## src/rtl/db_target_resp.sv

```systemverilog
// Target endpoint of the doorbell/NWR self-check flow.
// It answers ready-query doorbells on tresp and strips NWR headers toward the user write sink.
module db_target_resp #(
  parameter logic [15:0] LOCAL_ID   = 16'h00F0,
  parameter logic [15:0] QUERY_INFO = 16'h0101,
  parameter logic [15:0] READY_INFO = 16'h0100,
  parameter logic [15:0] BUSY_INFO  = 16'h01FF
) (
  input  logic        log_clk,
  input  logic        log_rst,
  input  logic        link_initialized,
  input  logic        treq_tvalid_in,
  output logic        treq_tready_o,
  input  logic        treq_tlast_in,
  input  logic [63:0] treq_tdata_in,
  input  logic [7:0]  treq_tkeep_in,
  input  logic [31:0] treq_tuser_in,
  output logic        tresp_tvalid_o,
  input  logic        tresp_tready_in,
  output logic        tresp_tlast_o,
  output logic [63:0] tresp_tdata_o,
  output logic [7:0]  tresp_tkeep_o,
  output logic [31:0] tresp_tuser_o,
  output logic        user_rx_tvalid_o,
  input  logic        user_rx_tready_in,
  output logic [63:0] user_rx_tdata_o,
  output logic [7:0]  user_rx_tkeep_o,
  output logic        user_rx_tlast_o,
  output logic [33:0] user_rx_addr_o,
  output logic [15:0] nwr_pkt_cnt_o,
  output logic        err_o
);

  typedef enum logic [1:0] {IDLE, DB_RESP, NWR_DATA, DROP} state_t;

  state_t      state_q;
  logic [5:0]  beats_q;
  logic [5:0]  beat_cnt_q;
  logic [33:0] addr_q;
  logic [15:0] pkt_cnt_q;
  logic        err_q;
  logic        tresp_valid_q;
  logic [63:0] tresp_data_q;
  logic [31:0] tresp_user_q;

  logic [7:0]  hdr_tid;
  logic [3:0]  hdr_ftype;
  logic [3:0]  hdr_ttype;
  logic [1:0]  hdr_prio;
  logic [7:0]  hdr_size;
  logic [15:0] hdr_info;
  logic        treq_accept;
  logic        is_query;
  logic        is_nwr;
  logic        overrun;
  logic [5:0]  beat_num_d;
  logic [5:0]  beats_d;
  logic [1:0]  resp_prio_d;
  logic [15:0] resp_info_d;
  logic        unused_tuser;

  assign hdr_tid   = treq_tdata_in[63:56];
  assign hdr_ftype = treq_tdata_in[55:52];
  assign hdr_ttype = treq_tdata_in[51:48];
  assign hdr_prio  = treq_tdata_in[46:45];
  assign hdr_size  = treq_tdata_in[43:36];
  assign hdr_info  = treq_tdata_in[31:16];

  assign unused_tuser = ^treq_tuser_in[15:0];

  assign treq_accept = treq_tvalid_in && treq_tready_o;
  assign is_query    = (hdr_ftype == 4'hA) && (hdr_info == QUERY_INFO) && treq_tlast_in;
  assign is_nwr      = (hdr_ftype == 4'h5) && (hdr_ttype == 4'h4) && !treq_tlast_in;
  assign beats_d     = {1'b0, hdr_size[7:3]} + 6'd1;
  assign beat_num_d  = beat_cnt_q + 6'd1;
  assign resp_prio_d = hdr_prio + 2'd1;
  assign resp_info_d = user_rx_tready_in ? READY_INFO : BUSY_INFO;

  // Every expected beat already transferred: further beats are swallowed, not forwarded.
  assign overrun = (state_q == NWR_DATA) && (beat_cnt_q == beats_q);

  always_comb begin
    treq_tready_o    = 1'b0;
    user_rx_tvalid_o = 1'b0;
    user_rx_tdata_o  = 64'h0;
    user_rx_tkeep_o  = 8'h0;
    user_rx_tlast_o  = 1'b0;
    unique case (state_q)
      IDLE:     treq_tready_o = link_initialized;
      DB_RESP:  treq_tready_o = 1'b0;
      NWR_DATA: begin
        if (overrun) begin
          treq_tready_o = 1'b1;
        end else begin
          treq_tready_o    = user_rx_tready_in;
          user_rx_tvalid_o = treq_tvalid_in;
          user_rx_tdata_o  = treq_tdata_in;
          user_rx_tkeep_o  = treq_tkeep_in;
          user_rx_tlast_o  = treq_tlast_in;
        end
      end
      DROP:     treq_tready_o = 1'b1;
      default:  treq_tready_o = 1'b0;
    endcase
  end

  always_ff @(posedge log_clk or posedge log_rst) begin
    if (log_rst) begin
      state_q       <= IDLE;
      beats_q       <= 6'd0;
      beat_cnt_q    <= 6'd0;
      addr_q        <= 34'h0;
      pkt_cnt_q     <= 16'h0;
      err_q         <= 1'b0;
      tresp_valid_q <= 1'b0;
      tresp_data_q  <= 64'h0;
      tresp_user_q  <= 32'h0;
    end else begin
      err_q <= 1'b0;
      case (state_q)
        IDLE: begin
          if (treq_accept) begin
            if (is_query) begin
              tresp_valid_q <= 1'b1;
              tresp_data_q  <= {hdr_tid, 4'hA, 4'h0, 1'b0, resp_prio_d, 1'b0,
                                12'h0, resp_info_d, 16'h0};
              tresp_user_q  <= {LOCAL_ID, treq_tuser_in[31:16]};
              state_q       <= DB_RESP;
            end else if (is_nwr) begin
              addr_q     <= treq_tdata_in[33:0];
              beats_q    <= beats_d;
              beat_cnt_q <= 6'd0;
              state_q    <= NWR_DATA;
            end else begin
              err_q   <= 1'b1;
              state_q <= treq_tlast_in ? IDLE : DROP;
            end
          end
        end
        DB_RESP: begin
          if (tresp_tready_in) begin
            tresp_valid_q <= 1'b0;
            tresp_data_q  <= 64'h0;
            tresp_user_q  <= 32'h0;
            state_q       <= IDLE;
          end
        end
        NWR_DATA: begin
          if (treq_accept) begin
            if (overrun) begin
              err_q   <= 1'b1;
              state_q <= treq_tlast_in ? IDLE : DROP;
            end else begin
              beat_cnt_q <= beat_num_d;
              if (treq_tlast_in) begin
                if (beat_num_d == beats_q) begin
                  pkt_cnt_q <= pkt_cnt_q + 16'd1;
                end else begin
                  err_q <= 1'b1;
                end
                state_q <= IDLE;
              end
            end
          end
        end
        DROP: begin
          if (treq_accept && treq_tlast_in) begin
            state_q <= IDLE;
          end
        end
        default: state_q <= IDLE;
      endcase
    end
  end

  assign tresp_tvalid_o = tresp_valid_q;
  assign tresp_tlast_o  = tresp_valid_q;
  assign tresp_tkeep_o  = {8{tresp_valid_q}};
  assign tresp_tdata_o  = tresp_data_q;
  assign tresp_tuser_o  = tresp_user_q;
  assign user_rx_addr_o = addr_q;
  assign nwr_pkt_cnt_o  = pkt_cnt_q;
  assign err_o          = err_q;

endmodule

```

## config.mk

```make
export PLATFORM = sky130hd
export DESIGN_NAME = db_target_resp
export DESIGN_NICKNAME = d
export VERILOG_FILES = /design/src/rtl/db_target_resp.sv
export SDC_FILE = /design/constraint.sdc
export NUM_CORES = 1
export LEC_CHECK = 0
export CORE_AREA = 5 5 130 132
export CTS_CLUSTER_DIAMETER = 150
export CTS_CLUSTER_SIZE = 40
export DETAILED_ROUTE_END_ITERATION = 16
export DIE_AREA = 0 0 135 137
export PLACE_DENSITY = 0.77
export SLEW_MARGIN = 20
export SYNTH_ARGS = -nofsm -noshare
export SYNTH_HDL_FRONTEND = slang
export SYNTH_SLANG_ARGS = --single-unit
```

## constraint.sdc

```tcl
create_clock -name log_clk -period 3.7 [get_ports log_clk]
set_input_delay 0.74 -clock log_clk [delete_from_list [all_inputs] [get_ports log_clk]]
set_output_delay 0.74 -clock log_clk [all_outputs]
set_load 0.05 [all_outputs]
```

**Word level (Yosys, flattened, before mapping)**

Cells that the tools add are included.

- Add/sub/neg operators: 4
- Equality and inequality tests: 18
- Mux-type cells: 47
- Bitwise operators: 2
- Reduce and logical (&&, ||, !) cells: 16

Operators with widths:

| cell | count |
|---|---|
| two-way mux 64 bit | 5 |
| case mux 64 bit (2 select lines) | 1 |
| two-way mux 32 bit | 3 |
| case mux 32 bit (2 select lines) | 1 |
| two-way mux 6 bit | 5 |
| two-way mux 8 bit | 3 |
| two-way mux 2 bit | 9 |
| adder 16 x 1 -> 16 bit (second input constant) | 1 |
| == test 16 x 9 -> 1 bit (second input constant) | 1 |
| != test 2 bit (second input constant) | 8 |
| two-way mux 1 bit | 15 |
| == test 6 bit | 2 |
| case mux 6 bit (2 select lines) | 1 |
| AND reduction 5 bit | 2 |
| == test 4 x 3 -> 1 bit (second input constant) | 2 |
| case mux 2 bit (4 select lines) | 1 |
| AND reduction 4 bit | 2 |
| logical AND 1 bit | 7 |
| adder 5 x 1 -> 6 bit (second input constant) | 1 |
| adder 6 x 1 -> 6 bit (second input constant) | 1 |
| AND reduction 6 bit | 1 |
| == test 2 bit (second input constant) | 2 |
| == test 4 bit (second input constant) | 1 |
| case mux 1 bit (2 select lines) | 2 |
| other kinds (8) | 10 |

- Register bits after elaboration: 162
- Logic and storage cells: 96
- Output and inout bits: 232
- Bits of input ports: 111

**Longest topological paths before layout**

- Word-level depth: 8
- Gate-level depth with buffers: 9

**Worst setup path before layout**

OpenSTA, ideal clock, no wires.

- Path type: input-to-output
- From: in treq_tlast_in
- To: out user_rx_tlast_o
- Arrival time: 2165 ps
- Stages on the path: 3
- Required time: 2960 ps
- Slack: 795 ps
- Path buffers: 1
- Cell sequence: clkbuf_1 > inv_1 > nor3_1

- Cells in the longest elaborated chain, start to end: 2

RTL lines:

| what | line | RTL |
|---|---|---|
| start, declared | 14 | `input logic treq_tlast_in,` |
| two-way mux 1 bit | 92 | `if (overrun) begin` |
| two-way mux 1 bit | 88 | `unique case (state_q)` |
| end, declared | 28 | `output logic user_rx_tlast_o,` |

Every way passes these cells.

**Worst setup path in the final report**

- From: reg beat_cnt_q[3]
- To: out user_rx_tvalid_o

- Cells in the longest elaborated chain, start to end: 4

RTL lines:

| what | line | RTL |
|---|---|---|
| start, declared | 38 | `logic [5:0] beat_cnt_q;` |
| start signal, assigned | 154 | `beat_cnt_q <= beat_num_d;` |
| == test 6 bit | 80 | `assign overrun = (state_q == NWR_DATA) && (beat_cnt_q == beats_q);` |
| logical AND 1 bit | 80 |  |
| two-way mux 1 bit | 92 |  |
| two-way mux 1 bit | 88 |  |
| end, declared | 24 | `output logic user_rx_tvalid_o,` |

Every way passes these cells.

==> impl_metrics.ini <==
[yosys]
synthFlopType = dfrtp_1
ys_seq_area_share_pct = 43.8
synth-seq-cells = 93
ys_warn_count = 0
syn_inst = 508
synth_cell_types = 51
ys_async_sr_fraction_pct = 100
synth_enable_flop_cells = 0
avgSynthCellArea_um2 = 10.5
synth_area_um2 = 5310

[sta]
post-route-period-util_pct = 92.3
slew_headroom_pct = 56.3
rsz0062_at_grt = no
setup_violations = 0
skew_ns = 0.00646
drv_slew = 0
tightest_slew_ns = 0.650
fmax_ghz = 0.293
hold_violations = 0
finalSetupTns_ns = 0
min_period_ns = 3.42

[route]
drtPass1Iterations = 4
vias = 4449
routed_via_density = 4.57
wl_um = 17000
ant_nets = 0
wire_per_inst_um = 17.5
drc = 0
dr.first_iter.drc_count = 154

[clock_tree]
clk-insertion-delay-late_ns = 0.34
clock-sinks = 93
cts_tree = yes
clk_pin_slew_ns = 0.07
clockBufferDepth = 2
cts-htree-levels = 3
numCtsBuffers = 9
cts_setup_buffers = 0
cts-root-buf = clkbuf_16

[critical_path]
worstPathArrival_ns = 2.68
end_kind = output pin
cp_num_buf_inv = 2
cp.required_ns = 2.96
reg2reg_slack_ns = 0.97
worstSetupPathType = reg -> out
crit_slowest_cell = dfrtp_1
cp-start-kind = register
slowest_delay_ns = 0.45
critPathTopFamily = simple AND/OR/NAND/NOR gates
cp_max_fo = 61
crit_chain = xor2_1 -> nor4_4 -> and2_0 -> nor2_4 -> buf_6 -> and2_1 -> buf_4

[finish]
fillCellCount = 1382
num_antenna_cells = 0
final_util_pct = 52.8
nets = 866
final_cells = 973
multiInputGateArea_um2 = 2450
seqCellArea_um2 = 2330
drive_gt1_share_pct = 18.6
area_growth_pct = 55.2
finalInstanceArea_um2 = 8240

[floorplanning]
initial_core_util_pct = 34.1
die_h_um = 137
die_x_um = 135
rows = 46
ios = 343
die-area_um2 = 18500
coreArea_um2 = 15600

[global_routing]
grt.total_usage_pct = 17.6
use_met2_pct = 29.2
grt_util_met1_pct = 22.0
grt_first_pass_wirelength_um = 25300
antenna_found_initial = 0
grtUsageMet3_pct = 5.77
grt_busiest_layer = met2
grt_pass1_vias = 4418
grt_max_degree = 62
grt_overflow = 0

[power_and_ir_drop]
peakVddDrop_mv = 0.409
p_clk_share_pct = 19.8
p_switching_mw = 2.30
p_int_mw = 2.52
cellLeakagePower_nw = 3.75
p_per_area_nw_per_um2 = 585
p_comb_share_pct = 56.8
sequentialPowerShare_pct = 23.5
switching_share_pct = 47.7

[hold_path]
min_path_type = reg -> reg

[placed_design]
gp_congestion = 0.804
placed_area_um2 = 7930
io_buffers = 271
dp_cells = 957
dp_hpwl_um = 13300

[job]
drv_cap = 0

[outcome]
outcome = finished clean
sequential cells by signal, indices dropped and copies added, names as in the netlist:
name,count
user_rx_addr_o,34
beats_q,6
tresp_tdata_o,12
beat_cnt_q,6
tresp_tuser_o,16
err_o,1
nwr_pkt_cnt_o,16
state_q,2
final timing paths:
kind,start,end,cells after the start
setup / recovery,beat_cnt_q[3],user_rx_tvalid_o,7
hold / removal,nwr_pkt_cnt_o[15],nwr_pkt_cnt_o[15],1
min in group asynchronous,log_rst,user_rx_addr_o[32],2
hold reg to reg,nwr_pkt_cnt_o[15],nwr_pkt_cnt_o[15],1
max in group asynchronous,log_rst,user_rx_addr_o[31],3
setup reg to reg,beat_cnt_q[3],nwr_pkt_cnt_o[1],8
synth_stat cells (2+ instances only):
master,instances,area share [%]
a21oi_1,10,0.94
a22o_1,24,4.0
and2_1,79,9.3
and3_1,8,0.94
buf_2,7,0.66
buf_4,79,11
buf_6,4,0.85
clkbuf_1,12,0.85
dfrtp_1,93,44
ha_1,3,0.71
inv_1,6,0.42
mux2_1,6,1.3
mux2_2,31,6.6
nand2_1,15,1.1
nand2b_1,5,0.59
nand3_1,18,1.7
nand4_1,8,0.94
nor2_1,12,0.85
nor2b_1,3,0.35
nor3_1,5,0.47
nor4_1,5,0.59
nor4_4,2,0.80
nor4b_1,3,0.49
o211ai_1,2,0.28
o21ai_0,13,1.2
o31ai_1,3,0.42
or3b_1,2,0.33
xnor2_1,20,3.3
xor2_1,8,1.3
area by class of cell:
cell class / count / area share (%)
clock buffers: 11 / 2.95
clock inverters: 5 / 0.729
inverters: 6 / 0.304
multi-input cells: 360 / 29.8
flip-flops and latches: 93 / 28.2
well taps: 216 / 3.28
repair buffers: 282 / 34.8
metal layers:
layer,vias to the layer above,part of all wire [%]
met1,2092,39
met5,-,0
met2,235,49
met3,14,10
li1,2108,-
met4,0,1.4
logic make-up after synthesis:
logic type      Yosys count  synth area share [%]
simple gates            174                  19.8
buf+inv                 109                  14.0
flops                    93                  43.8
compound gates           63                  9.09
mux                      37                  7.84
xor+xnor                 28                  4.62
fa+ha+maj                 3                 0.707
other cells               1                0.0706
what timing repair did:
action / CTS / global route
hold buffers: 0 / 0
resized for setup: 0 / 4
setup endpoints to repair: 0 / 62
power groups by stage:
stage	logic, mW	clock network [mW]	registers (mW)
2_1_floorplan	1.79	0	1.19
3_3_place_gp	2.73	0	1.14
3_5_place_dp	2.75	0	1.15
4_1_cts	2.76	0.983	1.13
5_1_grt	2.87	1.03	1.14
6_report	2.74	0.953	1.13
metrics by stage:
stage	total power, mW	worst slack [ns]	hold slack [ns]
CTS	4.87	0.0715	0.474
global placement	3.88	0.437	0.462
finish	4.82	0.285	0.476
global route	5.03	0.0736	0.513
detailed placement	3.90	0.440	0.465
floorplan	2.98	0.540	0.467
layout by cell type (no fill, tap or decap), drive strengths merged, types with 2 or more instances in the layout:
master and count:
nor2b 3, o211ai 2, o21ai 13, nor4b 3, buf 83, nor2 13, clkinvlp 4, clkbuf 11
dlymetal6s2s 3, ha 3, inv 6, xnor2 20, mux2 37, dfrtp 93, clkdlybuf4s50 196, or3b 2
nor4 7, o31ai 3, nor3 5, and2 80, conb 55, nand4 8, and3 8, nand3 19
xor2 8, a21oi 10, nand2 15, a22o 24, nand2b 5
No activity file was read; power rests on OpenSTA's default activity.
